`config.mk`:
```
export PLATFORM = sky130hd
export DESIGN_NAME = match_sequencer
export DESIGN_NICKNAME = d
export VERILOG_FILES = /design/src/rtl/match_sequencer.sv
export SDC_FILE = /design/constraint.sdc
export NUM_CORES = 1
export LEC_CHECK = 0
export ABC_AREA = 1
export BUFFER_PORTS_ARGS = -buffer_cell sky130_fd_sc_hd__buf_4
export CORE_MARGIN = 3
export CORE_UTILIZATION = 29
export CTS_BUF_LIST = sky130_fd_sc_hd__clkbuf_4 sky130_fd_sc_hd__clkbuf_8 sky130_fd_sc_hd__clkbuf_16
export DETAILED_ROUTE_END_ITERATION = 6
export SETUP_SLACK_MARGIN = 0.02
export SKIP_CTS_REPAIR_TIMING = 1
export SLEW_MARGIN = 20
export SYNTH_ARGS = -nofsm -noshare
export SYNTH_HDL_FRONTEND = slang
export SYNTH_SLANG_ARGS = --single-unit
```
`constraint.sdc`:
```
create_clock -name clk -period 3.7 [get_ports clk]
set_input_delay 0.555 -clock clk [delete_from_list [all_inputs] [get_ports clk]]
set_output_delay 0.555 -clock clk [all_outputs]
set_load 0.005 [all_outputs]
```
`src/rtl/match_sequencer.sv`:
```
// Round/match sequencer for a two-player fighting game: pre-round countdown,
// fight timer, KO freeze, best-of-N scoring and hold-to-restart after the match.
module match_sequencer #(
  parameter int TICKS_PER_SEC = 20,
  parameter int CD_TICKS      = 20,
  parameter int KO_TICKS      = 40,
  parameter int HOLD_TICKS    = 40,
  parameter int ROUND_SECS    = 99,
  parameter int MAX_ROUNDS    = 3
) (
  input  logic       clk,
  input  logic       reset,
  input  logic       tick,
  input  logic       start_btn,
  input  logic [1:0] winner,
  output logic       round_reset,
  output logic       freeze,
  output logic [2:0] state,
  output logic [1:0] round_no,
  output logic [1:0] p1_rounds,
  output logic [1:0] p2_rounds,
  output logic [1:0] countdown,
  output logic [6:0] time_left,
  output logic       match_over,
  output logic [1:0] match_winner
);

  typedef enum logic [2:0] {
    S_IDLE       = 3'd0,
    S_COUNTDOWN  = 3'd1,
    S_FIGHT      = 3'd2,
    S_KO         = 3'd3,
    S_MATCH_OVER = 3'd4
  } state_t;

  localparam logic [5:0] SEC_LAST   = 6'(TICKS_PER_SEC - 1);
  localparam logic [5:0] CD_LAST    = 6'(CD_TICKS - 1);
  localparam logic [5:0] KO_LAST    = 6'(KO_TICKS - 1);
  localparam logic [5:0] HOLD_LAST  = 6'(HOLD_TICKS - 1);
  localparam logic [6:0] SECS_INIT  = 7'(ROUND_SECS);
  localparam logic [1:0] WIN_ROUNDS = 2'((MAX_ROUNDS + 1) / 2);
  localparam logic [1:0] LAST_ROUND = 2'(MAX_ROUNDS);

  state_t     r_state,  w_state_nxt;
  logic [5:0] r_sub,    w_sub_nxt;
  logic [1:0] r_round,  w_round_nxt;
  logic [1:0] r_p1,     w_p1_nxt;
  logic [1:0] r_p2,     w_p2_nxt;
  logic [1:0] r_cd,     w_cd_nxt;
  logic [6:0] r_time,   w_time_nxt;
  logic [1:0] r_result, w_result_nxt;
  logic       r_over,   w_over_nxt;
  logic [1:0] r_mwin,   w_mwin_nxt;
  logic       r_round_reset, w_round_reset_nxt;
  logic       r_freeze, w_freeze_nxt;
  logic [1:0] w_p1_award, w_p2_award;

  // NOTE: every variable gets a default before the case so no path can infer a latch.
  always_comb begin
    w_state_nxt       = r_state;
    w_sub_nxt         = r_sub;
    w_round_nxt       = r_round;
    w_p1_nxt          = r_p1;
    w_p2_nxt          = r_p2;
    w_cd_nxt          = r_cd;
    w_time_nxt        = r_time;
    w_result_nxt      = r_result;
    w_over_nxt        = r_over;
    w_mwin_nxt        = r_mwin;
    w_round_reset_nxt = 1'b0;
    w_p1_award        = r_p1;
    w_p2_award        = r_p2;

    if (tick) begin
      case (r_state)
        S_IDLE: begin
          if (start_btn) begin
            w_state_nxt       = S_COUNTDOWN;
            w_round_nxt       = 2'd1;
            w_p1_nxt          = 2'd0;
            w_p2_nxt          = 2'd0;
            w_cd_nxt          = 2'd3;
            w_round_reset_nxt = 1'b1;
          end
        end
        S_COUNTDOWN: begin
          if (r_sub == CD_LAST) begin
            w_sub_nxt = 6'd0;
            if (r_cd == 2'd1) begin
              w_state_nxt = S_FIGHT;
              w_cd_nxt    = 2'd0;
              w_time_nxt  = SECS_INIT;
            end else begin
              w_cd_nxt = r_cd - 2'd1;
            end
          end else begin
            w_sub_nxt = r_sub + 6'd1;
          end
        end
        S_FIGHT: begin
          if (r_sub == SEC_LAST) begin
            w_sub_nxt = 6'd0;
            if (r_time != 7'd0) w_time_nxt = r_time - 7'd1;
          end else begin
            w_sub_nxt = r_sub + 6'd1;
          end
          // A reported winner outranks a timeout landing on the same tick.
          if (winner != 2'b00) begin
            w_state_nxt  = S_KO;
            w_result_nxt = winner;
          end else if (w_time_nxt == 7'd0) begin
            w_state_nxt  = S_KO;
            w_result_nxt = 2'b11;
          end
        end
        S_KO: begin
          if (r_sub == KO_LAST) begin
            if (r_result == 2'b01 && r_p1 != LAST_ROUND) w_p1_award = r_p1 + 2'd1;
            if (r_result == 2'b10 && r_p2 != LAST_ROUND) w_p2_award = r_p2 + 2'd1;
            w_p1_nxt = w_p1_award;
            w_p2_nxt = w_p2_award;
            if (w_p1_award == WIN_ROUNDS || w_p2_award == WIN_ROUNDS || r_round == LAST_ROUND) begin
              w_state_nxt = S_MATCH_OVER;
              w_over_nxt  = 1'b1;
              if (w_p1_award > w_p2_award)      w_mwin_nxt = 2'b01;
              else if (w_p2_award > w_p1_award) w_mwin_nxt = 2'b10;
              else                              w_mwin_nxt = 2'b11;
            end else begin
              w_state_nxt       = S_COUNTDOWN;
              w_round_nxt       = r_round + 2'd1;
              w_cd_nxt          = 2'd3;
              w_round_reset_nxt = 1'b1;
            end
          end else begin
            w_sub_nxt = r_sub + 6'd1;
          end
        end
        S_MATCH_OVER: begin
          // The sub-counter doubles as the start_btn hold counter here.
          if (!start_btn) begin
            w_sub_nxt = 6'd0;
          end else if (r_sub == HOLD_LAST) begin
            w_state_nxt       = S_COUNTDOWN;
            w_round_nxt       = 2'd1;
            w_p1_nxt          = 2'd0;
            w_p2_nxt          = 2'd0;
            w_cd_nxt          = 2'd3;
            w_over_nxt        = 1'b0;
            w_mwin_nxt        = 2'b00;
            w_round_reset_nxt = 1'b1;
          end else begin
            w_sub_nxt = r_sub + 6'd1;
          end
        end
        default: w_state_nxt = S_IDLE;
      endcase
      if (w_state_nxt != r_state) w_sub_nxt = 6'd0;
    end

    w_freeze_nxt = (w_state_nxt != S_FIGHT);
  end

  // NOTE: sequential state uses non-blocking assignments so all registers update together.
  always_ff @(posedge clk or posedge reset) begin
    if (reset) begin
      r_state       <= S_IDLE;
      r_sub         <= 6'd0;
      r_round       <= 2'd0;
      r_p1          <= 2'd0;
      r_p2          <= 2'd0;
      r_cd          <= 2'd0;
      r_time        <= 7'd0;
      r_result      <= 2'b00;
      r_over        <= 1'b0;
      r_mwin        <= 2'b00;
      r_round_reset <= 1'b0;
      r_freeze      <= 1'b1;
    end else begin
      r_state       <= w_state_nxt;
      r_sub         <= w_sub_nxt;
      r_round       <= w_round_nxt;
      r_p1          <= w_p1_nxt;
      r_p2          <= w_p2_nxt;
      r_cd          <= w_cd_nxt;
      r_time        <= w_time_nxt;
      r_result      <= w_result_nxt;
      r_over        <= w_over_nxt;
      r_mwin        <= w_mwin_nxt;
      r_round_reset <= w_round_reset_nxt;
      r_freeze      <= w_freeze_nxt;
    end
  end

  assign state        = r_state;
  assign round_reset  = r_round_reset;
  assign freeze       = r_freeze;
  assign round_no     = r_round;
  assign p1_rounds    = r_p1;
  assign p2_rounds    = r_p2;
  assign countdown    = r_cd;
  assign time_left    = r_time;
  assign match_over   = r_over;
  assign match_winner = r_mwin;

endmodule

```
After elaboration in Yosys (flattened, before gate mapping) --
Cells that the tools add are included.
Cells by class: add/subtract/negate cells 6, $lt $le $gt $ge 2, equal/unequal tests 24, muxes and demuxes 72, reduce and logical (&&, ||, !) cells 22
Operators with widths (number):
- 2-bit 2-to-1 mux | 30
- 7-bit 2-to-1 mux | 6
- 3-bit 2-to-1 mux | 11
- 6-bit 2-to-1 mux | 4
- 2-bit inequality test (second input constant) | 10
- 2-bit one-hot mux with 3 select lines | 3
- 6-bit one-hot mux with 3 select lines | 1
- 3-bit one-hot mux with 5 select lines | 1
- 7-bit one-hot mux with 2 select lines | 1
- 6-bit AND reduction | 2
- 1-bit 2-to-1 mux | 11
- 2-bit == test (second input constant) | 4
- 2-bit one-hot mux with 4 select lines | 1
- 8-bit AND reduction | 1
- 2-bit nonzero test | 4
- 4-bit nonzero test | 2
- 7-bit logical NOT | 1
- 7-bit AND reduction | 1
- 7-bit nonzero test | 1
- 7-bit by 1-bit subtractor with 7-bit output (second input constant) | 1
- 2-bit by 1-bit adder with 2-bit output (second input constant) | 3
- 6-bit by 1-bit adder with 6-bit output (second input constant) | 1
- 3-bit by 2-bit == test with 1-bit output (second input constant) | 2
- 6-bit by 5-bit == test with 1-bit output (second input constant) | 1
- 19 further kinds | 23
Storage, ports and cells: bits in registers 31, input bits 6, output and inout port bits 23, logic and storage cells 138

Logic depth before layout (Yosys ltp) --
Gate-level depths: netlist (run 1).
depth after elaboration 16, depth in mapped cells 18, gate-level depth less buffers 18

Worst setup path before layout (run 1) --
Ideal clock, no wire load.
path kind register to register, start register r_sub[0], end register r_sub[0], library setup time 65 ps, arrival time 1788 ps, data required time 3635 ps, slack 1847 ps, stages on the path, launching flop included 17, path buffers 1, period minus slack after synthesis 1853 ps, cells stage by stage dfrtp_1 -> ha_1 -> nand3_2 -> nor2_4 -> buf_6 -> nand3_1 -> nand3_1 -> nand2_1 -> nor2_2 -> nand2_1 -> nand2_1 -> nand2_2 -> nand2_2 -> nand2_2 -> nand2_4 -> nand4_1 -> nand2_1
On the way: cells in the longest elaborated chain, start to end 12, elaborated cells between the ends (all ways) 23, those cells by class 1 x add/sub; 3 x eq/ne; 16 x mux; 3 x reduce/logical
Ends and longest elaborated chain:
- start, declared | RTL line 45 | logic [5:0] r_sub, w_sub_nxt;
- start signal, assigned | RTL line 180 | r_sub <= w_sub_nxt;
- 6-bit by 5-bit == test with 1-bit output | RTL line 87, 101
- 7-bit 2-to-1 mux | RTL line 101 | if (r_sub == SEC_LAST) begin
- 7-bit 2-to-1 mux | RTL line 75 | case (r_state)
- 7-bit 2-to-1 mux | RTL line 74 | if (tick) begin
- 7-bit logical NOT | RTL line 111 | end else if (w_time_nxt == 7'd0) begin
- 3-bit 2-to-1 mux | RTL line 111
- 3-bit 2-to-1 mux | RTL line 108 | if (winner != 2'b00) begin
- 3-bit one-hot mux with 5 select lines | RTL line 75
- 3-bit 2-to-1 mux | RTL line 74
- 3-bit inequality test | RTL line 157 | if (w_state_nxt != r_state) w_sub_nxt = 6'd0;
- 4-bit nonzero test (no line)
- 2-bit AND reduction (no line)
Parallel ways exist; a longest one is shown, timed or not. The select of a mux whose other input is x is not followed. A chain may end at the register's enable or synchronous reset.

Worst setup path after layout (run 1) --
start register r_sub[0], end register r_sub[4]
Same word-level chain as after synthesis.

==> results of run 1 <==
-- layer usage --
metal,part of all wire,vias up,wire [um]
met4,0.0099,0,49
li1,-,1036,-
met1,0.49,906,2420
met3,0.053,5,262
met2,0.45,44,2240
met5,0,-,0
-- flip-flops by register name, summed over array words and instances (netlist names), 2 cells and up --
signal	flops
time_left	7
r_sub	6
state	3
countdown	2
match_winner	2
p1_rounds	2
p2_rounds	2
r_result	2
round_no	2
-- power by group through the flow --
| stage | clock network, mW | logic [mW] | registers, mW |
|---|---|---|---|
| after floorplan | 0 | 0.508 | 0.504 |
| after global placement | 0 | 0.722 | 0.517 |
| after detailed placement | 0 | 0.727 | 0.518 |
| after CTS | 0.284 | 0.732 | 0.514 |
| after global routing | 0.301 | 0.853 | 0.526 |
| final | 0.278 | 0.722 | 0.512 |
-- placed cells by master, fill, tap and decap left out, drive strengths merged --
cell type,count
buf,29
inv,56
a31oi,1
clkinv,1
nor2,39
nand2,88
nand3,23
clkbuf,7
o21ai,19
xor2,4
nand4,9
a21oi,9
o21a,2
a22oi,1
o31ai,3
o22ai,2
xnor2,2
nor3,4
dfstp,1
ha,9
dfrtp,30
nor3b,2
-- final timing paths --
| check | start | to | slack, ns | cells after the start |
|---|---|---|---|---|
| max in group asynchronous | reset | freeze | 3.02 | 3 |
| worst min register to register | match_over | match_over | 0.49 | 2 |
| worst max register to register | r_sub[0] | r_sub[4] | 1.42 | 17 |
| worst min-delay path | reset | p2_rounds[1] | 0.35 | 3 |
| worst max-delay path | r_sub[0] | r_sub[4] | 1.42 | 17 |
| min in group clk | match_over | match_over | 0.49 | 2 |
-- critical path, stage by stage, from the launching register on --
cell and delay (ns):
dfrtp_1 0.42, ha_1 0.25, nand3_2 0.11, nor2_4 0.31
inv_1 0.15, nand2_1 0.08, nand2_1 0.05, inv_1 0.06
nand2_1 0.05, nor2_1 0.08, nand2_1 0.06, nand2_1 0.07
nand2_2 0.08, nand2_2 0.10, nand2_2 0.06, nand2_4 0.10
nand4_1 0.10, nand2_1 0.09
-- kinds of logic after synthesis --
logic type | count (synthesis) | synth area share
compound gates | 37 | 0.100
simple gates | 165 | 0.348
xor+xnor | 6 | 0.0249
buf+inv | 57 | 0.105
flops | 31 | 0.369
fa+ha+maj | 9 | 0.0534
-- layout make-up --
cell class	instances	area [um^2]	share of cell area
clock buffers	7	83.8	0.0332
clock inverters	1	5.00	0.00198
flip-flops and latches	31	777	0.308
inverters	56	210	0.0833
well taps	96	120	0.0476
repair buffers	29	218	0.0863
multi-input cells	217	1110	0.440
-- metrics by stage --
stage	setup slack, ns	hold WS, ns	instance area, um^2
3_3_place_gp	1.44	0.477	2430
5_1_grt	1.13	0.403	2520
6_report	1.42	0.350	2520
4_1_cts	1.42	0.368	2520
2_1_floorplan	1.85	0.470	2110
3_5_place_dp	1.44	0.485	2430
==> qor.txt, run 1 <==
Clk_lat worst skew -> 0.29 ns
Largest net degree at the start of global routing -> 32
Grt met3 use -> 0.0373
Fmax -> 439 MHz
Starting Density -> 0.305
Port bufs -> 28
DP Cell Count -> 429
Top-count cell post-synth -> nand2_1
First-pass GRT wire length -> 8940 um
Synth Warn # -> 0
Share of synthesized registers carrying an async set or reset -> 1.00
Count of boundary I/O pins -> 29
Yosys cell types -> 28
Final setup viols -> 0
Placer congestion estimate -> 0.854
Met1 Use GR -> 0.177
Switch share -> 0.439
Worst hold path class -> input pin to async pin
Clock Skews -> 0.00689 ns
CORE AREA -> 6910 um^2
Hpwl dp -> 3800 um
Worst-margin pin slew -> 0.500 ns
Max IR drop VDD -> 0.152 mV
Mean area per synthesized cell -> 6.91 um^2
Seq/Total Area, Yosys -> 0.369
Die Ht -> 91.3 um
Worst Path Required -> 3.92 ns
Detailed-route via count -> 1991
Crit share post-route -> 0.615
TritonCTS clock tree -> done
Post-synth top cells -> nand2_1, inv_1, nor2_1, dfrtp_1, nand3_1
Die area -> 8330 um^2
Minimum clock period -> 2.28 ns
Outcome -> finished clean
EDFF count, synth -> 0
Drt first pass iters -> 4
Sequential share of power -> 0.338
Share of layout cells above drive strength 1 -> 0.167
Iteration-0 DRC count of the detailed router -> 86
Max Cap Viol -> 0
Critical path peak fanout -> 16
Htree depth -> 2
Post-synth top area cell -> dfrtp_1
Worst-case clock buffer depth -> 2
Main area contributors after synthesis -> dfrtp_1, nand2_1, inv_1
# rows -> 30
Antenna cells -> 0
Synthesized Nets -> 320
Fillers -> 763
Cells after Synth -> 305
M2 GR Usage -> 0.204
Top_reg_cell synth -> dfrtp_1
Combinational Power Share -> 0.478
Initial antenna violation count -> 0
P_sw -> 664 uW
RSZ-0062 raised after global routing -> false
Vias in the first global route -> 1927
Critical path data arrival time -> 2.50 ns
Grt peak-use layer -> met2
Net count, final -> 355
Die width -> 91.3 um
Reg clk slew, reported paths -> 0.07 ns
Vias/cell -> 4.56
Core Util, Final -> 0.365
Leakage -> 1.34 nW
Setup total negative slack -> 0 ns
Drt drc -> 0
Mapped Area -> 2110 um^2
Post-synth top area share -> 0.356
Post-Layout Cell Count -> 437
Layout area overhead -> 19.7%
Critical Path End Type -> flip-flop
GRT Overall Usage -> 0.130
Clock Power Share -> 0.184
Final hold vios -> 0
Slew Limit Fails -> 0
Total Routed Length -> 4970 um
FF+latch count, synth -> 31
Critical path class -> flip-flop to flip-flop
Number of routed nets with antenna violations -> 0
Worst setup SP type -> flip-flop
Wire per inst -> 11.4 um
Power Total -> 1.51 mW
Num CTS Buffers -> 5
Int Pwr -> 848 uW
Clk sink count -> 31
Root Buffer -> clkbuf_8
Worst rel slew slack -> 0.663
Pwr per Cell Area -> 599 nW/um^2
GRT overflow -> 0
Note: power is estimated with default switching activity, not from simulation.
==> run 2, diff against run 1 <==
--- a/config.mk
+++ b/config.mk
@@ -5,7 +5,7 @@
 export SDC_FILE = /design/constraint.sdc
 export NUM_CORES = 1
 export LEC_CHECK = 0
-export ABC_AREA = 1
+export ABC_AREA = 0
 export BUFFER_PORTS_ARGS = -buffer_cell sky130_fd_sc_hd__buf_4
 export CORE_MARGIN = 3
 export CORE_UTILIZATION = 29
==> constraint.sdc (replaced) <==
create_clock -name clk -period 2.2 [get_ports clk]
set_input_delay 0.33 -clock clk [delete_from_list [all_inputs] [get_ports clk]]
set_output_delay 0.33 -clock clk [all_outputs]
set_load 0.005 [all_outputs]
==> run 2 against run 1 <==
The flow now finishes with violations (negative setup slack); critical path type unchanged; die area decreased by 1.0%; register-to-register slack worse by 1.7 ns; routed wire length is 25% higher; synthesized cell count shrank 25%; area after synthesis decreased by 1.1%.
==> qor.txt, run 2 <==
Synthesized Nets -> 245 (was 320)
Post-Synth Adder-Cell Area -> 0.0540 (was 0.0534)
Most common cell after layout, fill and taps aside -> buf_4 (was nand2_1)
Failing checks -> negative setup slack
Worst rel slew slack -> 0.655 (was 0.663)
Yosys cell types -> 57 (was 28)
Fillers -> 635 (was 763)
Slowest cell on crit path -> dfrtp_1 (unchanged)
Count of boundary I/O pins -> 29 (unchanged)
Mapped Area -> 2090 um^2 (was 2110 um^2)
R2r setup slk -> -0.26 ns (was 1.42 ns)
Top-count cell post-synth -> dfrtp_1 (was nand2_1)
Top delay family on crit path -> simple AND/OR/NAND/NOR gates (unchanged)
Vias in the first global route -> 2114 (was 1927)
Critical path data arrival time -> 2.63 ns (was 2.50 ns)
Synth Area in XOR/XNOR -> 0.0126 (was 0.0249)
Num CTS Buffers -> 5 (unchanged)
Max reg flops -> 7 (unchanged)
CP Launch Point -> r_sub[0] (unchanged)
Max Cap Viol -> 0 (unchanged)
Worst-case clock buffer depth -> 2 (unchanged)
Share of layout cells above drive strength 1 -> 0.484 (was 0.167)
Main area contributors after synthesis -> dfrtp_1, ha_1, nand2_1 (was dfrtp_1, nand2_1, inv_1)
Commonest non-fill, non-tap cells in the layout -> buf_4, dfrtp_1, nand2_1 (was nand2_1, inv_1, nor2_1)
Initial antenna violation count -> 0 (unchanged)
Largest net degree at the start of global routing -> 32 (unchanged)
Largest family of logic cells by synthesized area -> compound AO/OA/AOI/OAI gates (was simple AND/OR/NAND/NOR gates)
Share of synthesized registers carrying an async set or reset -> 1.00 (unchanged)
Post-synthesis compound-gate area fraction -> 0.265 (was 0.100)
Synth Warn # -> 0 (unchanged)
Max stage delay on crit path -> 0.39 ns (was 0.42 ns)
Clock Skews -> 0.00661 ns (was 0.00689 ns)
Port bufs -> 28 (unchanged)
Mux contribution to synthesized area -> 0.0102 (was 0)
CORE AREA -> 6870 um^2 (was 6910 um^2)
GRT overflow -> 0 (unchanged)
Reg2reg start -> r_sub[0] (unchanged)
Die width -> 90.8 um (was 91.3 um)
Layout area overhead -> 58.8% (was 19.7%)
Fmax -> 406 MHz (was 439 MHz)
Post-route setup slack -> -0.262 ns (was 1.42 ns)
Post-synth top area share -> 0.360 (was 0.356)
Worst hold path class -> input pin to async pin (unchanged)
Final hold vios -> 0 (unchanged)
Seq/Total Area, Yosys -> 0.373 (was 0.369)
Critical path peak fanout -> 5 (was 16)
Pwr per Cell Area -> 668 nW/um^2 (was 599 nW/um^2)
Slew Limit Fails -> 0 (unchanged)
Hpwl dp -> 4580 um (was 3800 um)
Die area -> 8250 um^2 (was 8330 um^2)
Worst path buffer plus inverter count -> 0 (was 2)
Mean area per synthesized cell -> 9.07 um^2 (was 6.91 um^2)
Vias/cell -> 5.18 (was 4.56)
Wire per inst -> 14.5 um (was 11.4 um)
FF+latch count, synth -> 31 (unchanged)
RSZ-0062 raised after global routing -> true (was false)
Post-synth top area cell -> dfrtp_1 (unchanged)
Minimum clock period -> 2.46 ns (was 2.28 ns)
First-pass GRT wire length -> 9960 um (was 8940 um)
Antenna cells -> 0 (unchanged)
Fin area -> 3310 um^2 (was 2520 um^2)
Synth Area in Simple Gates -> 0.256 (was 0.348)
Number of routed nets with antenna violations -> 0 (unchanged)
Critical Path End Type -> flip-flop (unchanged)
Iteration-0 DRC count of the detailed router -> 62 (was 86)
EDFF count, synth -> 0 (unchanged)
Placer congestion estimate -> 0.912 (was 0.854)
Clk_lat worst skew -> 0.29 ns (about the same)
Top_reg_cell synth -> dfrtp_1 (unchanged)
Worst Path Required -> 2.37 ns (was 3.92 ns)
Detailed-route via count -> 2232 (was 1991)
Crit share post-route -> 1.12 (was 0.615)
Post-synth top cells -> dfrtp_1, nand2_1, o21ai_0, a21oi_1, nor2_1 (was nand2_1, inv_1, nor2_1, dfrtp_1, nand3_1)
Worst-margin pin slew -> 0.516 ns (was 0.500 ns)
GRT Overall Usage -> 0.148 (was 0.130)
Worst setup SP type -> flip-flop (unchanged)
Reg clk slew, reported paths -> 0.07 ns (about the same)
Net count, final -> 349 (was 355)
Drt drc -> 0 (unchanged)
Drt first pass iters -> 4 (unchanged)
Critical path, cell by cell -> ha_4 -> nand4bb_2 -> and4bb_2 -> mux2_2 -> a2111oi_4 -> nand4_2 -> a21oi_4 -> nor3_2 -> a22o_1 (was ha_1 -> nand3_2 -> nor2_4 -> inv_1 -> nand2_1 -> nand2_1 -> inv_1 -> nand2_1 -> nor2_1 -> nand2_1 -> nand2_1 -> nand2_2 -> nand2_2 -> nand2_2 -> nand2_4 -> nand4_1 -> nand2_1)
Critical path class -> flip-flop to flip-flop (unchanged)
Cells after Synth -> 230 (was 305)
Placement Cell Area -> 2930 um^2 (was 2430 um^2)
Root Buffer -> clkbuf_8 (unchanged)
Max IR drop VDD -> 0.272 mV (was 0.152 mV)
Leakage -> 1.50 nW (was 1.34 nW)
Htree depth -> 2 (unchanged)
Outcome -> complete, but fails checks (was finished clean)
# rows -> 30 (unchanged)
Final setup viols -> 11 (was 0)
Clk sink count -> 31 (unchanged)
Starting Density -> 0.304 (was 0.305)
Total Routed Length -> 6240 um (was 4970 um)
Power Total -> 2.21 mW (was 1.51 mW)
TritonCTS clock tree -> done (unchanged)
Die Ht -> 90.8 um (was 91.3 um)
run 2: worst reg2reg max path, delay by kind of cell, from the launching register on:
| kind | cells | cell delay, ns |
|---|---|---|
| AND/OR/NAND/NOR | 4 | 0.73 |
| AO/OA/AOI/OAI | 3 | 0.70 |
| flip-flops | 1 | 0.39 |
| multiplexers | 1 | 0.36 |
| adder cells (fa/ha/maj) | 1 | 0.16 |
run 2: worst paths after layout:
kind | cells after the start | to
worst min register to register | 2 | match_winner[1]
worst min-delay path | 3 | state[2]
min in group clk | 3 | r_result[0]
max in group asynchronous | 3 | freeze
worst max register to register | 9 | r_sub[4]
worst max-delay path | 9 | r_sub[4]
run 2: routing by layer:
metal  track usage  vias to the layer above  wire length (um)
met3        0.0317                       13               351
met4        0.0515                        0               107
met1         0.188                     1081              2670
li1              -                     1081                 -
met5             0                        -                 0
met2         0.249                       57              3100
run 2: where the power goes:
group | internal (mW) | switching [mW]
combinational | 0.505 | 0.510
clock | 0.284 | 0.222
sequential | 0.634 | 0.0573
total | 1.42 | 0.790
run 2: layout make-up:
type	count	area (um^2)	share of cell area
Multi-Input combinational cell	185	1500	0.454
Sequential cell	31	778	0.235
Clock inverter	1	7.51	0.00227
Tap cell	96	120	0.0363
Timing Repair Buffer	103	777	0.235
Inverter	8	30.0	0.00907
Clock buffer	7	96.3	0.0291
run 2: cell families after synthesis:
kind of cell | count (synthesis)
and+or+nand+nor | 92
AOI/OAI and AO/OA | 79
DFF | 31
buffers and inverters | 14
adders and majority gates | 9
xor gates and xnor gates | 3
muxes | 2
run 2: through the flow:
stage               TNS, ns  hold slack (ns)  std cells  utilization  worst slack [ns]
CTS                   -3.95            0.144        421        0.441            -0.392
global placement      -2.48            0.448        413        0.426            -0.276
floorplan             -1.16            0.433        230            -            -0.263
detailed placement    -3.52            0.452        413        0.426            -0.372
global route          -3.95            0.172        431        0.482            -0.426
finish                -1.64            0.136        431        0.482            -0.262
